===== config.mk =====
export PLATFORM = sky130hd
export DESIGN_NAME = puf_challenge_sequencer
export DESIGN_NICKNAME = d
export VERILOG_FILES = /design/src/rtl/puf_challenge_sequencer_pkg.sv /design/src/rtl/puf_challenge_sequencer_resp_sync.sv /design/src/rtl/puf_challenge_sequencer.sv
export SDC_FILE = /design/constraint.sdc
export NUM_CORES = 1
export LEC_CHECK = 0
export ABC_AREA = 1
export CAP_MARGIN = 30
export CORE_MARGIN = 2
export CORE_UTILIZATION = 46
export DETAILED_ROUTE_END_ITERATION = 10
export MAX_ROUTING_LAYER = met4
export PLACE_DENSITY = 0.73
export REMOVE_ABC_BUFFERS = 1
export SYNTH_ARGS = -nofsm -noshare
export SYNTH_HDL_FRONTEND = slang
export SYNTH_SLANG_ARGS = --single-unit

===== constraint.sdc =====
create_clock -name clk -period 1.35 [get_ports clk]
set_input_delay 0.27 -clock clk [delete_from_list [all_inputs] [get_ports clk]]
set_output_delay 0.27 -clock clk [all_outputs]
set_load 0.01 [all_outputs]

===== src/rtl/puf_challenge_sequencer_pkg.sv =====
// Shared types and default parameters for the arbiter-PUF control path.
package puf_pkg;

  localparam int unsigned PUF_CHAL_W    = 3;
  localparam int unsigned PUF_REPS      = 5;
  localparam int unsigned PUF_SETUP_CYC = 2;
  localparam int unsigned PUF_PULSE_CYC = 4;
  localparam int unsigned PUF_RELAX_CYC = 2;

  typedef enum logic [2:0] {
    ST_IDLE   = 3'd0,
    ST_SETUP  = 3'd1,
    ST_FIRE   = 3'd2,
    ST_SAMPLE = 3'd3,
    ST_RELAX  = 3'd4,
    ST_NEXT   = 3'd5,
    ST_DONE   = 3'd6
  } seq_state_t;

  // Largest of three phase lengths; sizes the shared phase timer.
  function automatic int unsigned max3(input int unsigned a, input int unsigned b,
                                       input int unsigned c);
    int unsigned m;
    m = (a > b) ? a : b;
    return (m > c) ? m : c;
  endfunction

endpackage


===== src/rtl/puf_challenge_sequencer_resp_sync.sv =====
// Generic two-flop synchronizer with synchronous active-high reset.
module resp_sync (
  input  logic i_clk,
  input  logic i_rst,
  input  logic i_d,
  output logic o_q
);

  logic r_meta;
  logic r_sync;

  always_ff @(posedge i_clk) begin
    if (i_rst) begin
      r_meta <= 1'b0;
      r_sync <= 1'b0;
    end else begin
      r_meta <= i_d;
      r_sync <= r_meta;
    end
  end

  assign o_q = r_sync;

endmodule


===== src/rtl/puf_challenge_sequencer.sv =====
// Enumerates every challenge, launches timed race pulses to the arbiter and
// majority-votes the synchronized response into a challenge-response word.
module puf_challenge_sequencer
  import puf_pkg::*;
#(
  parameter int unsigned CHAL_W    = PUF_CHAL_W,
  parameter int unsigned REPS      = PUF_REPS,
  parameter int unsigned SETUP_CYC = PUF_SETUP_CYC,
  parameter int unsigned PULSE_CYC = PUF_PULSE_CYC,
  parameter int unsigned RELAX_CYC = PUF_RELAX_CYC
) (
  input  logic                    clk,
  input  logic                    rst,
  input  logic                    start,
  input  logic                    abort,
  output logic                    pulse,
  output logic [CHAL_W-1:0]       challenge,
  input  logic                    response,
  output logic                    busy,
  output logic                    bit_valid,
  output logic [CHAL_W-1:0]       bit_idx,
  output logic                    bit_val,
  output logic [(1<<CHAL_W)-1:0]  resp_word,
  output logic                    done
);

  localparam int unsigned N_CHAL  = 1 << CHAL_W;
  localparam int unsigned ONES_W  = $clog2(REPS + 1);
  localparam int unsigned REP_W   = $clog2(REPS + 1);
  localparam int unsigned TMR_W   = $clog2(max3(SETUP_CYC, PULSE_CYC, RELAX_CYC) + 1);

  localparam logic [CHAL_W-1:0] LAST_CHAL  = CHAL_W'(N_CHAL - 1);
  localparam logic [ONES_W-1:0] VOTE_THR   = ONES_W'(REPS / 2);
  localparam logic [REP_W-1:0]  LAST_REP   = REP_W'(REPS - 1);
  localparam logic [TMR_W-1:0]  SETUP_LAST = TMR_W'(SETUP_CYC - 1);
  localparam logic [TMR_W-1:0]  PULSE_LAST = TMR_W'(PULSE_CYC - 1);
  localparam logic [TMR_W-1:0]  RELAX_LAST = TMR_W'(RELAX_CYC - 1);

  seq_state_t          r_state;
  seq_state_t          w_state_nxt;
  logic [TMR_W-1:0]    r_tmr;
  logic [TMR_W-1:0]    w_tmr_nxt;
  logic [REP_W-1:0]    r_rep;
  logic [REP_W-1:0]    w_rep_nxt;
  logic [ONES_W-1:0]   r_ones;
  logic [ONES_W-1:0]   w_ones_nxt;
  logic [CHAL_W-1:0]   r_chal;
  logic [CHAL_W-1:0]   w_chal_nxt;
  logic [N_CHAL-1:0]   r_resp_word;
  logic [N_CHAL-1:0]   w_word_nxt;
  logic                r_pulse;
  logic                r_busy;
  logic                r_bit_valid;
  logic                w_bit_valid_nxt;
  logic [CHAL_W-1:0]   r_bit_idx;
  logic [CHAL_W-1:0]   w_bit_idx_nxt;
  logic                r_bit_val;
  logic                w_bit_val_nxt;
  logic                r_done;
  logic                w_resp_sync;
  logic                w_vote;

  resp_sync u_resp_sync (
    .i_clk (clk),
    .i_rst (rst),
    .i_d   (response),
    .o_q   (w_resp_sync)
  );

  assign w_vote = (r_ones > VOTE_THR);

  // Next-state and datapath updates; abort overrides everything at the end.
  always_comb begin
    w_state_nxt     = r_state;
    w_tmr_nxt       = r_tmr;
    w_rep_nxt       = r_rep;
    w_ones_nxt      = r_ones;
    w_chal_nxt      = r_chal;
    w_word_nxt      = r_resp_word;
    w_bit_valid_nxt = 1'b0;
    w_bit_idx_nxt   = r_bit_idx;
    w_bit_val_nxt   = r_bit_val;

    case (r_state)
      ST_IDLE: begin
        if (start) begin
          w_word_nxt  = '0;
          w_chal_nxt  = '0;
          w_rep_nxt   = '0;
          w_ones_nxt  = '0;
          w_tmr_nxt   = '0;
          w_state_nxt = ST_SETUP;
        end
      end
      ST_SETUP: begin
        if (r_tmr == SETUP_LAST) begin
          w_tmr_nxt   = '0;
          w_state_nxt = ST_FIRE;
        end else begin
          w_tmr_nxt = r_tmr + TMR_W'(1);
        end
      end
      ST_FIRE: begin
        if (r_tmr == PULSE_LAST) begin
          w_tmr_nxt   = '0;
          w_state_nxt = ST_SAMPLE;
        end else begin
          w_tmr_nxt = r_tmr + TMR_W'(1);
        end
      end
      ST_SAMPLE: begin
        w_ones_nxt  = r_ones + ONES_W'(w_resp_sync);
        w_tmr_nxt   = '0;
        w_state_nxt = ST_RELAX;
      end
      ST_RELAX: begin
        if (r_tmr == RELAX_LAST) begin
          w_tmr_nxt = '0;
          if (r_rep < LAST_REP) begin
            w_rep_nxt   = r_rep + REP_W'(1);
            w_state_nxt = ST_SETUP;
          end else begin
            // Vote is final: publish it so it is visible during NEXT.
            w_word_nxt[r_chal] = w_vote;
            w_bit_valid_nxt    = 1'b1;
            w_bit_idx_nxt      = r_chal;
            w_bit_val_nxt      = w_vote;
            w_state_nxt        = ST_NEXT;
          end
        end else begin
          w_tmr_nxt = r_tmr + TMR_W'(1);
        end
      end
      ST_NEXT: begin
        w_ones_nxt = '0;
        w_rep_nxt  = '0;
        if (r_chal == LAST_CHAL) begin
          w_state_nxt = ST_DONE;
        end else begin
          w_chal_nxt  = r_chal + CHAL_W'(1);
          w_state_nxt = ST_SETUP;
        end
      end
      ST_DONE: begin
        w_state_nxt = ST_IDLE;
      end
      default: begin
        w_state_nxt = ST_IDLE;
      end
    endcase

    if (abort) begin
      w_state_nxt     = ST_IDLE;
      w_tmr_nxt       = '0;
      w_chal_nxt      = r_chal;
      w_word_nxt      = r_resp_word;
      w_bit_valid_nxt = 1'b0;
      w_bit_idx_nxt   = r_bit_idx;
      w_bit_val_nxt   = r_bit_val;
    end
  end

  // Outputs are registered from the next state so they line up with it.
  always_ff @(posedge clk) begin
    if (rst) begin
      r_state     <= ST_IDLE;
      r_tmr       <= '0;
      r_rep       <= '0;
      r_ones      <= '0;
      r_chal      <= '0;
      r_resp_word <= '0;
      r_pulse     <= 1'b0;
      r_busy      <= 1'b0;
      r_bit_valid <= 1'b0;
      r_bit_idx   <= '0;
      r_bit_val   <= 1'b0;
      r_done      <= 1'b0;
    end else begin
      r_state     <= w_state_nxt;
      r_tmr       <= w_tmr_nxt;
      r_rep       <= w_rep_nxt;
      r_ones      <= w_ones_nxt;
      r_chal      <= w_chal_nxt;
      r_resp_word <= w_word_nxt;
      r_pulse     <= (w_state_nxt == ST_FIRE) || (w_state_nxt == ST_SAMPLE);
      r_busy      <= (w_state_nxt != ST_IDLE);
      r_bit_valid <= w_bit_valid_nxt;
      r_bit_idx   <= w_bit_idx_nxt;
      r_bit_val   <= w_bit_val_nxt;
      r_done      <= (w_state_nxt == ST_DONE);
    end
  end

  assign pulse     = r_pulse;
  assign challenge = r_chal;
  assign busy      = r_busy;
  assign bit_valid = r_bit_valid;
  assign bit_idx   = r_bit_idx;
  assign bit_val   = r_bit_val;
  assign resp_word = r_resp_word;
  assign done      = r_done;

endmodule


# == After elaboration in Yosys (flattened, before gate mapping) ==
# Index checks and enable logic that the tools add are counted.
# totals
regBits,33
out_inout_bits,19
# classes
addsub,4
order_cmp,4
eq_ne,16
mux,26
bitwise_logic,4
n_reduce_logical,18
# ops
operator,n
2-to-1 mux 3 bit,13
2-to-1 mux 8 bit,3
one-hot mux 3 bit (3 select lines),2
one-hot mux 3 bit (6 select lines),1
one-hot mux 8 bit (2 select lines),1
"== test 3 x 2 -> 1 bit, second input constant",5
"== test 3 bit, second input constant",4
one-hot mux 3 bit (4 select lines),1
AND reduction 4 bit,3
"inequality test 2 bit, second input constant",5
"adder 3 x 1 -> 3 bit, second input constant",3
nonzero test 3 bit,3
bitwise mux 8 bit,1
"== test 3 x 1 -> 1 bit, second input constant",2
one-hot mux 3 bit (2 select lines),1
AND reduction 5 bit,1
"less-than comparator 3 x 4 -> 1 bit, second input constant",1
inverter 1 bit,4
AND reduction 2 bit,2
nonzero test 2 bit,2
nonzero test 4 bit,1
OR reduction 2 bit,2
OR reduction 4 bit,1
adder 3 x 1 -> 3 bit,1
8 further kinds,9

# == Depth between registers and ports, before layout ==
# logic_depth
ltp_word,8
depth_mapped,9
ltp_nobuf,9

# == By module ==
# Synthesis repeated with hierarchy kept, for this count alone.
# unflattened
hier_cells,233
area_unflattened_um2,1737.9
# by_module_without_submodules
mod,instances,cells_each,area_each_um2,seq_area_each_um2
puf_challenge_sequencer,1,227,1682.9,620.6
resp_sync,1,6,55.1,40.0

# == Least setup slack after synthesis ==
# Ideal clock, no wire load.
# synth_timing
kind,flip-flop to flip-flop
start,"register r_chal[1], in the netlist challenge[1]"
end,"register r_chal[1], in the netlist challenge[1]"
setup_time_ps,71
arrival_ps,1246
setup_slack_ps,32
stages_incl_launch_ff,7
synth_period_minus_slack_ps,1318
path_cell_list,dfxtp_1 ha_1 ha_1 nand4_1 nand3_1 nand2_1 a21oi_1
# synth_via
elab_chain_cells,3
elab_cells_between_ends,6
classes_between,add/sub: 1; eq/ne: 2; mux: 2; reduce/logical: 1
# synth_rtl
item,line_no,text
start: declaration,puf_challenge_sequencer.sv:47,logic [CHAL_W-1:0] r_chal;
start signal: assignment,puf_challenge_sequencer.sv:183,r_chal <= w_chal_nxt;
adder 3 x 1 -> 3 bit / == test 3 bit (equally long branches),"puf_challenge_sequencer.sv:140, puf_challenge_sequencer.sv:137",
2-to-1 mux 3 bit / inequality test 2 bit (equally long branches),n/a,
one-hot mux 3 bit (2 select lines) / AND reduction 4 bit (equally long branches),n/a,
# Several ways; a longest one is shown, not always the timed one. The select of a mux whose other input is x is not followed.
# A chain may end at the register's enable or synchronous reset.

# == Worst setup path in the final report ==
# layout_timing
start,register r_tmr[1]
end,"register r_resp_word[0], in the netlist resp_word[0]"
# layout_via
elab_chain_cells,3
# layout_rtl
item,line_no,text
start: declaration,puf_challenge_sequencer.sv:41,logic [TMR_W-1:0] r_tmr;
start signal: assignment,puf_challenge_sequencer.sv:180,r_tmr <= w_tmr_nxt;
== test 3 x 1 -> 1 bit,puf_challenge_sequencer.sv:117,if (r_tmr == RELAX_LAST) begin
inequality test 2 bit (no source line),n/a,
AND reduction 5 bit (no source line),n/a,
end signal: assignment,puf_challenge_sequencer.sv:184,r_resp_word <= w_word_nxt;
end: declaration,puf_challenge_sequencer.sv:49,logic [N_CHAL-1:0] r_resp_word;
# Every way passes these cells.

==> summary.md <==
| Metric | Value |
|---|---|
| Status | `finished clean` |
| Initial antenna violation count | `0` |
| Die Width | `64.8 um` |
| DR vias/cell | `4.90` |
| Dpl cell area | `2120 um2` |
| Total Routing Usage GR | `21.0%` |
| Max VDD drop | `0.000659 V` |
| Drt wl/cell | `12.1 um` |
| Initial core utilization | `47.1%` |
| I/O pin count | `24` |
| DP Cell Count | `314` |
| Grt met2 use | `33.2%` |
| Crit path buffers/inverters | `1` |
| Primary FF master, synth | `dfxtp_1` |
| Hold Fails Final Rpt | `0` |
| Core area | `3610 um2` |
| Ys async rst share | `0%` |
| ANT cells | `0` |
| # fillers | `326` |
| Startpoint Class | `flip-flop` |
| Reg2Reg Depth | `8` |
| Clock skew | `0.00663 ns` |
| CP max stage delay | `0.32 ns` |
| End of the critical path | `resp_word[0]$_SDFFE_PP0P_` |
| Worst setup EP type | `flip-flop` |
| Static leakage | `1.16 nW` |
| DRT Wirelength | `3.92 mm` |
| Setup CP Type | `flip-flop to flip-flop` |
| Sw frac | `21.6%` |
| Netlist cell types | `28` |
| Number of global-route vias before repair | `1,551` |
| Worst-Skew Late Latency | `0.29 ns` |
| Global-route wire length before repair | `6.64 mm` |
| Rel. slew slack | `76.5%` |
| Final Max Tran Viols | `0` |
| Routing usage on met3 | `5.21%` |
| Arrival time at the worst endpoint | `1.56 ns` |
| Multi-input gate area | `1030 um2` |
| Reg-to-Reg End | `resp_word[0]$_SDFFE_PP0P_` |
| Register area | `668 um2` |
| Commonest non-fill, non-tap cells in the layout | `nand2_1 (39), dfxtp_1 (27), inv_1 (26), buf_4 (24), dlygate4sd2_1 (19)` |
| Int Pwr | `1.65 mW` |
| CTS Buf Count | `5` |
| Total power draw | `2.10 mW` |
| CTS clk-pin slew, worst paths | `0.07 ns` |
| Sequential power share | `47.2%` |
| Worst Path Required | `1.57 ns` |
| Max FO, Critical Path | `8` |
| I/O Buffers | `23` |
| Layout cells sized above 1 | `33.2%` |
| Gr busiest metal | `met2` |
| Leading cell type in the layout, fill and taps excluded | `nand2_1` |
| Hold Path Class | `flip-flop to flip-flop` |
| Final nets | `291` |
| Final setup fails | `0` |
| Final Wtd Congestion | `0.887` |
| Synthesized area | `1700 um2` |
| Clk buf depth | `2` |
| Final instance count without filler cells | `325` |
| Largest net degree at the start of global routing | `18` |
| Rows | `22` |
| Cell area after layout | `2390 um2` |
| Fin crit share | `99.6%` |
| Top Family by Delay on Critical Path | `simple AND/OR/NAND/NOR gates` |
| Highest clock rate | `744 MHz` |
| Sequential share of the synthesized area | `38.9%` |
| Cell area power density | `880 nW/um2` |
| Avg Cell Area, Syn | `7.51 um2` |
| Overflow after GRT | `0` |
| GR met1 Demand/Resource | `25.5%` |
| CP Depth | `8` |
| Flop2flop setup slack | `0.006 ns` |
| Min Tclk post-route | `1.34 ns` |
| EDFF count, synth | `0` |
| Die footprint | `4190 um2` |
| Slowest CP cell | `dfxtp_2` |
| CTS tree | `built` |
| Sw Pwr | `0.454 mW` |
| Via count | `1,592` |
| Clock power share | `45.7%` |
| RSZ-0062 raised after global routing | `true` |
| Crit Reg-Reg Startpoint | `r_tmr[1]$_SDFFE_PP0P_` |
| First-pass DRT Iterations | `4` |
| Hold buffers post-CTS | `0` |
| Die Height | `64.8 um` |
| Synth warn | `0` |
| Combinational Power Share | `7.1%` |
| CTS sink cnt | `33` |
| Min Hold Slack | `0.403 ns` |
| Total of max-cap violations | `0` |
| Mapped Cells | `226` |
| DPL Wire Length | `2.67 mm` |
| Area Growth Syn to Fin | `40.6%` |
| Clock root cell | `clkbuf_8` |
| H-tree levels | `2` |
| Yosys reg bits | `33` |
| Post-DRT Antenna Nets | `0` |
| DRT iter0 DRCs | `42` |
| Tightest Pin Transition | `0.350 ns` |
| DRC Markers | `0` |
| Worst-path cell chain | `inv_2, ha_4, nand2_4, nor2_4, nand3_4, nor2_8, nand2_1, a21oi_1` |
| Critical Path Source | `r_tmr[1]$_SDFFE_PP0P_` |
==> cell families after synthesis <==
logic type	Yosys count	share of synthesized area, %
simple gates	109	32.4
compound gates	37	12.2
buf+inv	36	8.62
flops	33	38.9
fa+ha+maj	10	7.37
xor+xnor	1	0.516
==> Yosys cell counts (4+ instances only) <==
| library cell | number | share of area (%) |
|---|---|---|
| a21oi_1 | 17 | 5.0 |
| dfxtp_1 | 33 | 39 |
| ha_1 | 10 | 7.4 |
| inv_1 | 29 | 6.4 |
| nand2_1 | 49 | 11 |
| nand2_2 | 5 | 1.8 |
| nand3_1 | 22 | 6.5 |
| nand4_1 | 4 | 1.5 |
| nor2_1 | 15 | 3.3 |
| nor2_4 | 5 | 3.3 |
| nor3_1 | 4 | 1.2 |
| o21ai_0 | 8 | 2.4 |
==> metrics by stage <==
stage | utilization [%] | setup TNS (ns) | setup WS [ns]
floorplan | - | 0 | 0.0337
global placement | 58.8 | -2.50 | -0.221
detailed placement | 58.8 | -2.97 | -0.218
CTS | 62.8 | -0.0130 | -0.0124
global route | 66.2 | -0.515 | -0.0750
finish | 66.2 | 0 | 0.00589
==> layer usage <==
| metal | wire (um) | share of wire [%] |
|---|---|---|
| met1 | 1870 | 48 |
| met2 | 1840 | 47 |
| met3 | 144 | 3.7 |
| met4 | 64 | 1.6 |
| met5 | 0 | 0 |
==> registers in the layout (all words and copies together) (netlist names), 3 cells and up <==
| register | count |
|---|---|
| resp_word | 8 |
| bit_idx | 3 |
| challenge | 3 |
| r_ones | 3 |
| r_rep | 3 |
| r_state | 3 |
| r_tmr | 3 |
==> tightest hold or removal path: cells and delay by family, from the launching register on <==
kind,cells,cell delay (ns)
flops,1,0.30
buf+inv,1,0.04
simple gates,1,0.03
==> cell type report <==
| type | instances | share of cell area, % |
|---|---|---|
| inverters | 32 | 5.29 |
| flip-flops and latches | 33 | 28.0 |
| well taps | 48 | 2.52 |
| multi-input cells | 157 | 43.1 |
| clock inverters | 1 | 1.26 |
| clock buffers | 7 | 3.62 |
| repair buffers | 47 | 16.2 |
==> worst min-delay path by stage <==
stage | to | cells after the start | slack [ns] | startpoint
final | u_resp_sync.o_q$_SDFF_PP0_ | 2 | 0.40 | u_resp_sync.r_meta$_SDFF_PP0_
after global routing | u_resp_sync.o_q$_SDFF_PP0_ | 2 | 0.42 | u_resp_sync.r_meta$_SDFF_PP0_
after CTS | u_resp_sync.o_q$_SDFF_PP0_ | 2 | 0.41 | u_resp_sync.r_meta$_SDFF_PP0_
after detailed placement | u_resp_sync.o_q$_SDFF_PP0_ | 2 | 0.40 | u_resp_sync.r_meta$_SDFF_PP0_
after global placement | u_resp_sync.o_q$_SDFF_PP0_ | 2 | 0.39 | u_resp_sync.r_meta$_SDFF_PP0_
after floorplan | resp_word[2]$_SDFFE_PP0P_ | 1 | 0.33 | rst
==> power by group through the flow <==
stage / Clock [mW] / Combinational, mW / Sequential [mW]
2_1_floorplan: 0 / 0.0752 / 1.01
3_3_place_gp: 0 / 0.133 / 1.01
3_5_place_dp: 0 / 0.134 / 1.01
4_1_cts: 0.974 / 0.140 / 0.990
5_1_grt: 1.02 / 0.165 / 0.991
6_report: 0.960 / 0.149 / 0.990
==> repair_timing <==
action | CTS | global route
setup buffers | 2 | 1
pin swaps | 4 | 24
endpoints found under the setup margin | 33 | 28
gates resized for setup | 29 | 38
(Power assumes the default switching activity.)
